--- src/rtl/fetch_unit.sv ---
// Instruction fetch FSM: IDLE -> WAIT (memory read) -> LOAD (IR + PC load pulse) -> IDLE.
// Define FETCH_TIMEOUT_EN to add a WAIT timeout that parks the FSM in FAULT until Reset.
module fetch_unit #(
  parameter int unsigned TIMEOUT_CYCLES = 16
) (
  input  logic        Clk,
  input  logic        Reset,
  input  logic        Run,
  input  logic [15:0] PC_in,
  input  logic [15:0] Mem_rdata,
  input  logic        Mem_ready,
  output logic [15:0] Mem_addr,
  output logic        Mem_rd,
  output logic [15:0] IR_out,
  output logic        IR_valid,
  output logic        LD_PC,
  output logic [1:0]  PCMUX,
  output logic        Busy,
  output logic        Fault,
  output logic [7:0]  Fetch_count
);

  if (TIMEOUT_CYCLES < 1) begin : g_bad_timeout
    $error("TIMEOUT_CYCLES must be at least 1");
  end

  typedef enum logic [1:0] {StIdle, StWait, StLoad, StFault} state_e;

  state_e      r_state;
  logic [15:0] r_mar;
  logic [15:0] r_ir;
  logic        r_ir_valid;
  logic        r_ld_pc;
  logic        r_mem_rd;
  logic        r_busy;
  logic [7:0]  r_fetch_count;

`ifdef FETCH_TIMEOUT_EN
  localparam int unsigned CntW = $clog2(TIMEOUT_CYCLES + 1);
  localparam logic [CntW-1:0] CntLast = CntW'(TIMEOUT_CYCLES - 1);

  logic [CntW-1:0] r_wait_cnt;
  logic            r_fault;
`endif

  always_ff @(posedge Clk) begin
    if (Reset) begin
      r_state       <= StIdle;
      r_mar         <= 16'h0000;
      r_ir          <= 16'h0000;
      r_ir_valid    <= 1'b0;
      r_ld_pc       <= 1'b0;
      r_mem_rd      <= 1'b0;
      r_busy        <= 1'b0;
      r_fetch_count <= 8'h00;
`ifdef FETCH_TIMEOUT_EN
      r_wait_cnt    <= '0;
      r_fault       <= 1'b0;
`endif
    end else begin
      r_ld_pc <= 1'b0;
      unique case (r_state)
        StIdle: begin
          if (Run) begin
            r_mar      <= PC_in;
            r_ir_valid <= 1'b0;
            r_mem_rd   <= 1'b1;
            r_busy     <= 1'b1;
            r_state    <= StWait;
`ifdef FETCH_TIMEOUT_EN
            r_wait_cnt <= '0;
`endif
          end
        end
        StWait: begin
          // Ready on the final allowed WAIT cycle still completes the fetch.
          if (Mem_ready) begin
            r_ir          <= Mem_rdata;
            r_ir_valid    <= 1'b1;
            r_ld_pc       <= 1'b1;
            r_mem_rd      <= 1'b0;
            r_fetch_count <= r_fetch_count + 8'd1;
            r_state       <= StLoad;
          end
`ifdef FETCH_TIMEOUT_EN
          else if (r_wait_cnt == CntLast) begin
            r_wait_cnt <= r_wait_cnt + 1'b1;
            r_mem_rd   <= 1'b0;
            r_fault    <= 1'b1;
            r_state    <= StFault;
          end else begin
            r_wait_cnt <= r_wait_cnt + 1'b1;
          end
`endif
        end
        StLoad: begin
          r_busy  <= 1'b0;
          r_state <= StIdle;
        end
        StFault: begin
          r_state <= StFault;
        end
      endcase
    end
  end

  assign Mem_addr    = r_mar;
  assign Mem_rd      = r_mem_rd;
  assign IR_out      = r_ir;
  assign IR_valid    = r_ir_valid;
  assign LD_PC       = r_ld_pc;
  assign PCMUX       = 2'b00;
  assign Busy        = r_busy;
  assign Fetch_count = r_fetch_count;
`ifdef FETCH_TIMEOUT_EN
  assign Fault       = r_fault;
`else
  assign Fault       = 1'b0;
`endif

endmodule

--- config.mk ---
export PLATFORM = sky130hd
export DESIGN_NAME = fetch_unit
export DESIGN_NICKNAME = d
export VERILOG_FILES = /design/src/rtl/fetch_unit.sv
export SDC_FILE = /design/constraint.sdc
export NUM_CORES = 1
export LEC_CHECK = 0
export CORE_MARGIN = 1.5
export CORE_UTILIZATION = 41
export DETAILED_ROUTE_END_ITERATION = 8
export MAX_ROUTING_LAYER = met4
export PLACE_DENSITY = 0.85
export RECOVER_POWER = 50
export REMOVE_ABC_BUFFERS = 1
export SLEW_MARGIN = 20
export SYNTH_ARGS = -nofsm -noshare
export SYNTH_HDL_FRONTEND = slang
export SYNTH_SLANG_ARGS = --single-unit
export TNS_END_PERCENT = 50
--- constraint.sdc ---
create_clock -name Clk -period 2 [get_ports Clk]
set_input_delay 0.3 -clock Clk [delete_from_list [all_inputs] [get_ports Clk]]
set_output_delay 0.3 -clock Clk [all_outputs]
set_load 0.05 [all_outputs]
---- After elaboration in Yosys (flattened, before gate mapping) ----
Index checks and enable logic that the tools add are counted.
storage, ports and cells
  logic and storage cells ................. 35
  output and inout port bits .............. 47
  flip-flop bits (word level) ............. 46
operators by class
  add/subtract/negate cells ............... 1
  muxes and demuxes ....................... 11
  reductions and logical operators ........ 9
  bitwise logic cells ..................... 1
  eq/ne operators ......................... 5
operators with widths
  kind                                                                    number
  8-bit by 1-bit adder with 8-bit output (second input constant)          1
  2-bit one-hot mux with 4 select lines                                   1
  2-bit AND reduction                                                     4
  1-bit one-hot mux with 2 select lines                                   3
  1-bit two-way mux                                                       5
  2-bit equality test (second input constant)                             2
  2-bit two-way mux                                                       2
  2-bit inequality test (second input constant)                           2
  2-bit nonzero test                                                      2
  3-bit AND reduction                                                     1
  2-bit by 1-bit equality test with 1-bit output (second input constant)  1
  2-bit logical NOT                                                       1
  2-bit OR reduction                                                      1
  1-bit inverter                                                          1

---- Longest topological paths before layout ----
Gate-level depths: netlist of run 1.
  word-level depth ........................ 3
  depth in mapped cells ................... 7
  mapped depth without buffers ............ 5

---- Worst setup path after synthesis of run 1 ----
No wires, ideal clock.
  path kind ............................... register -> register
  from .................................... reg r_fetch_count[3] (netlist: Fetch_count[3])
  to ...................................... reg r_fetch_count[7] (netlist: Fetch_count[7])
  path slack .............................. 443 ps
  cell stages (with the launch flop) ...... 4
  data required time ...................... 1930 ps
  arrival time ............................ 1486 ps
  clock period less this slack ............ 1557 ps
  cells stage by stage .................... dfxtp_1 nand4_2 or4_1 a21oi_1
between the ends
  longest elaborated chain between the ends .. 1
ends and longest elaborated chain
  item                                    line  source
  start: declaration                      36    logic [7:0] r_fetch_count;
  start signal: assignment                82    r_fetch_count <= r_fetch_count + 8'd1;
  8-bit by 1-bit adder with 8-bit output  82
Every way passes these cells.
A chain may end at the register's enable or synchronous reset.

---- Worst setup path in the final report of run 1 ----
  from .................................... reg r_fetch_count[3] (netlist: Fetch_count[3])
  to ...................................... out Fetch_count[3]
RTL lines
  item              line  source
  end: declaration  20    output logic [7:0] Fetch_count
No word-level cell between the ends.

==> run_results.csv, run 1 <==
group,metric,value,unit
placement,hpwlAfterDp,2.91,mm
detailed_routing,wl_per_cell,12.1,µm
layout,nFillCells,352,
global_route,grt_usage,0.177,
clock_tree,cts_setup_buffers,0,
setup_path,required,1700,ps
clock_tree,cts_hold_buf,0,
global_route,antenna_found_initial,0,
global_route,grt_max_degree,47,
synthesis,syn_avg_cell_area,8.13,µm²
layout,area_growth,52.3,%
placement,numPortBuffers,79,
pwr,power_frac_clock,0.290,
layout,final_cells,347,
pwr,power_density,870,mW/mm²
layout,drive_gt1_frac,0.0370,
job,drv_cap,0,
clock_tree,cts-resized-gates,0,
synthesis,ys_ff_latch,46,
global_route,grt_pass1_wl,6.78,mm
sta,period_share,0.926,
floorplan,coreArea,0.00409,mm²
pwr,ir_worst_vdd,0.554,mV
floorplan,die-area,0.00477,mm²
pwr,power_switching,0.742,mW
detailed_routing,drt_iter0_markers,74,
pwr,swShare,0.313,
global_route,grt_util_met2,0.318,
sta,fin_crit,1850,ps
run_status,status,"completed",
layout,layout_common_cells,"clkdlybuf4s50_1, nand2_1, dfxtp_1",
setup_path,crit_path_start_kind,"flip-flop",
synthesis,synthesis.area,0.00179,mm²
placement,placedCellCount,340,
global_route,grt_pass1_vias,1590,
detailed_routing,vias_per_cell,4.89,
detailed_routing,drtPass1Iterations,4,
synthesis,ys_seq_area_frac,0.515,
sta,skew,6.17,ps
clock_tree,clkTransAtPathRegs,80,ps
setup_path,crit_chain,"clkdlybuf4s50_1",
layout,multi_input_area,787,µm²
global_route,grt-busiest-layer,"met2",
clock_tree,cts_max_level,2,
synthesis,synth_cell_types,25,
floorplan,rows,23,
setup_path,worstPathArrival,1550,ps
clock_tree,clk_latency,290,ps
setup_path,path_class,"reg2out",
sta,worst_slew_pin_slew,586,ps
setup_path,crit_path_max_incr_delay,830,ps
setup_path,path_delay_family,"buffers and inverters",
setup_path,endpoint_kind,"primary output",
clock_tree,clockRootBuffer,"clkbuf_8",
sta,max_slew_margin,0.609,
sta,setup_tns,0,ps
sta,setup_viol,0,
clock_tree,cts_tree,"done",
detailed_routing,ant_nets,0,
layout,final_common_cell,"clkdlybuf4s50_1",
sta,grt_setup_unrepaired,"false",
detailed_routing,drc,0,
floorplan,die_y,69.0,µm
clock_tree,cts_buffers,5,
pwr,p_comb_frac,0.278,
sta,worst_slack,149,ps
placement,dp_slack,308,ps
synthesis,yosys_warnings,0,
floorplan,ios,83,
floorplan,die_width,69.0,µm
layout,n_antenna_cell,0,
min_path,hold_class,"reg2reg",
sta,max_freq,540,MHz
global_route,grt_use_met1,0.185,
detailed_routing,routed_wirelength,4.19,mm
clock_tree,cts_buffer_depth,2,
floorplan,start_util,0.438,
synthesis,synthCells,220,
sta,hold_viol,0,
layout,final_nets,340,
layout,area.sequential,921,µm²
pwr,p_leak,0.994,nW
sta,drv_slew,0,
clock_tree,clock_sinks,46,
pwr,pwr-share-seq,0.432,
setup_path,cp_max_fo,6,
placement,gp_congestion,0.752,
global_route,grt-ovfl-total,0,
setup_path,critPathSlowestCell,"clkdlybuf4s50_1",
pwr,intPower,1.63,mW
global_route,gr-usage-met3,0.0453,
setup_path,critPathBufInv,1,
detailed_routing,num_vias,1696,
worst paths after layout:
path / endpoint / depth (start not counted) / slack, ps / startpoint
setup / recovery: Fetch_count[3] / 1 / 150 / Fetch_count[3]
hold / removal: IR_out[4] / 2 / 460 / IR_out[4]
setup reg to reg: r_state[1] / 5 / 310 / r_state[0]
hold reg to reg: IR_out[4] / 2 / 460 / IR_out[4]
cell families (layout without fill, tap and decap cells):
| group | count (synthesis) | in the layout | share of synthesized area |
|---|---|---|---|
| flops | 46 | 46 | 0.515 |
| compound gates | 52 | 52 | 0.149 |
| fa+ha+maj | 7 | 7 | 0.0490 |
| xor+xnor | 2 | 2 | 0.00980 |
| buf+inv | 19 | 94 | 0.0490 |
| other cells | 1 | 3 | 0.00210 |
| simple gates | 92 | 92 | 0.220 |
| mux | 1 | 1 | 0.00630 |
stage by stage:
step / total power, mW / hold slack [ps] / instance area (µm²) / util
after floorplan: 1.45 / 369 / 1730 / -
after global placement: 1.70 / 441 / 2620 / 0.640
after detailed placement: 1.71 / 446 / 2620 / 0.640
after CTS: 2.40 / 456 / 2730 / 0.667
after global routing: 2.47 / 474 / 2720 / 0.666
final: 2.37 / 456 / 2720 / 0.666
registers in the layout (all words and copies together) (netlist names):
signal / count
IR_valid: 1
Mem_addr: 16
Busy: 1
Fetch_count: 8
IR_out: 16
Mem_rd: 1
LD_PC: 1
r_state: 2
power by group through the flow:
stage	clock network, mW	registers, mW	logic [mW]
floorplan	0	1.27	0.180
global placement	0	1.04	0.659
detailed placement	0	1.04	0.665
CTS	0.711	1.02	0.669
global route	0.736	1.03	0.704
finish	0.687	1.02	0.658
area by class of cell:
class / count / share of cell area
sequential: 46 / 0.338
timing repair buffer: 82 / 0.301
multi-input combinational: 157 / 0.289
clock buffer: 6 / 0.0303
tap: 50 / 0.0230
clock inverter: 1 / 0.0110
inverter: 5 / 0.00689
metal layers:
layer / vias to the layer above / wire (µm)
li1: 872 / -
met1: 779 / 1800
met2: 41 / 2170
met3: 4 / 189
met4: 0 / 34
met5: - / 0
synth_stat cells (all sizes together):
library cell  instances  share of area
and2                  2         0.0070
mux2                  1         0.0063
nand4                 2          0.010
or3                   5          0.017
xnor2                 2         0.0098
or4                   2         0.0084
nand2                70           0.15
a311oi                1         0.0049
nor2                  5          0.010
inv                   5          0.010
nand2b                1         0.0035
o21ai                 7          0.020
o31ai                 1         0.0042
nor3                  1         0.0028
nor2b                 2         0.0070
buf                  11          0.032
clkbuf                3         0.0063
dfxtp                46           0.52
a21oi                43           0.12
nand3                 2         0.0056
ha                    7          0.049
conb                  1         0.0021
Note: power is estimated with default switching activity, not from simulation.
==> run 2: changes to the inputs <==
--- a/config.mk
+++ b/config.mk
@@ -5,6 +5,7 @@
 export SDC_FILE = /design/constraint.sdc
 export NUM_CORES = 1
 export LEC_CHECK = 0
+export CAP_MARGIN = 20
 export CORE_MARGIN = 1.5
 export CORE_UTILIZATION = 41
 export DETAILED_ROUTE_END_ITERATION = 8
==> results of run 2 <==
The final DEF is identical to that of run 1; final timing and power are the same.
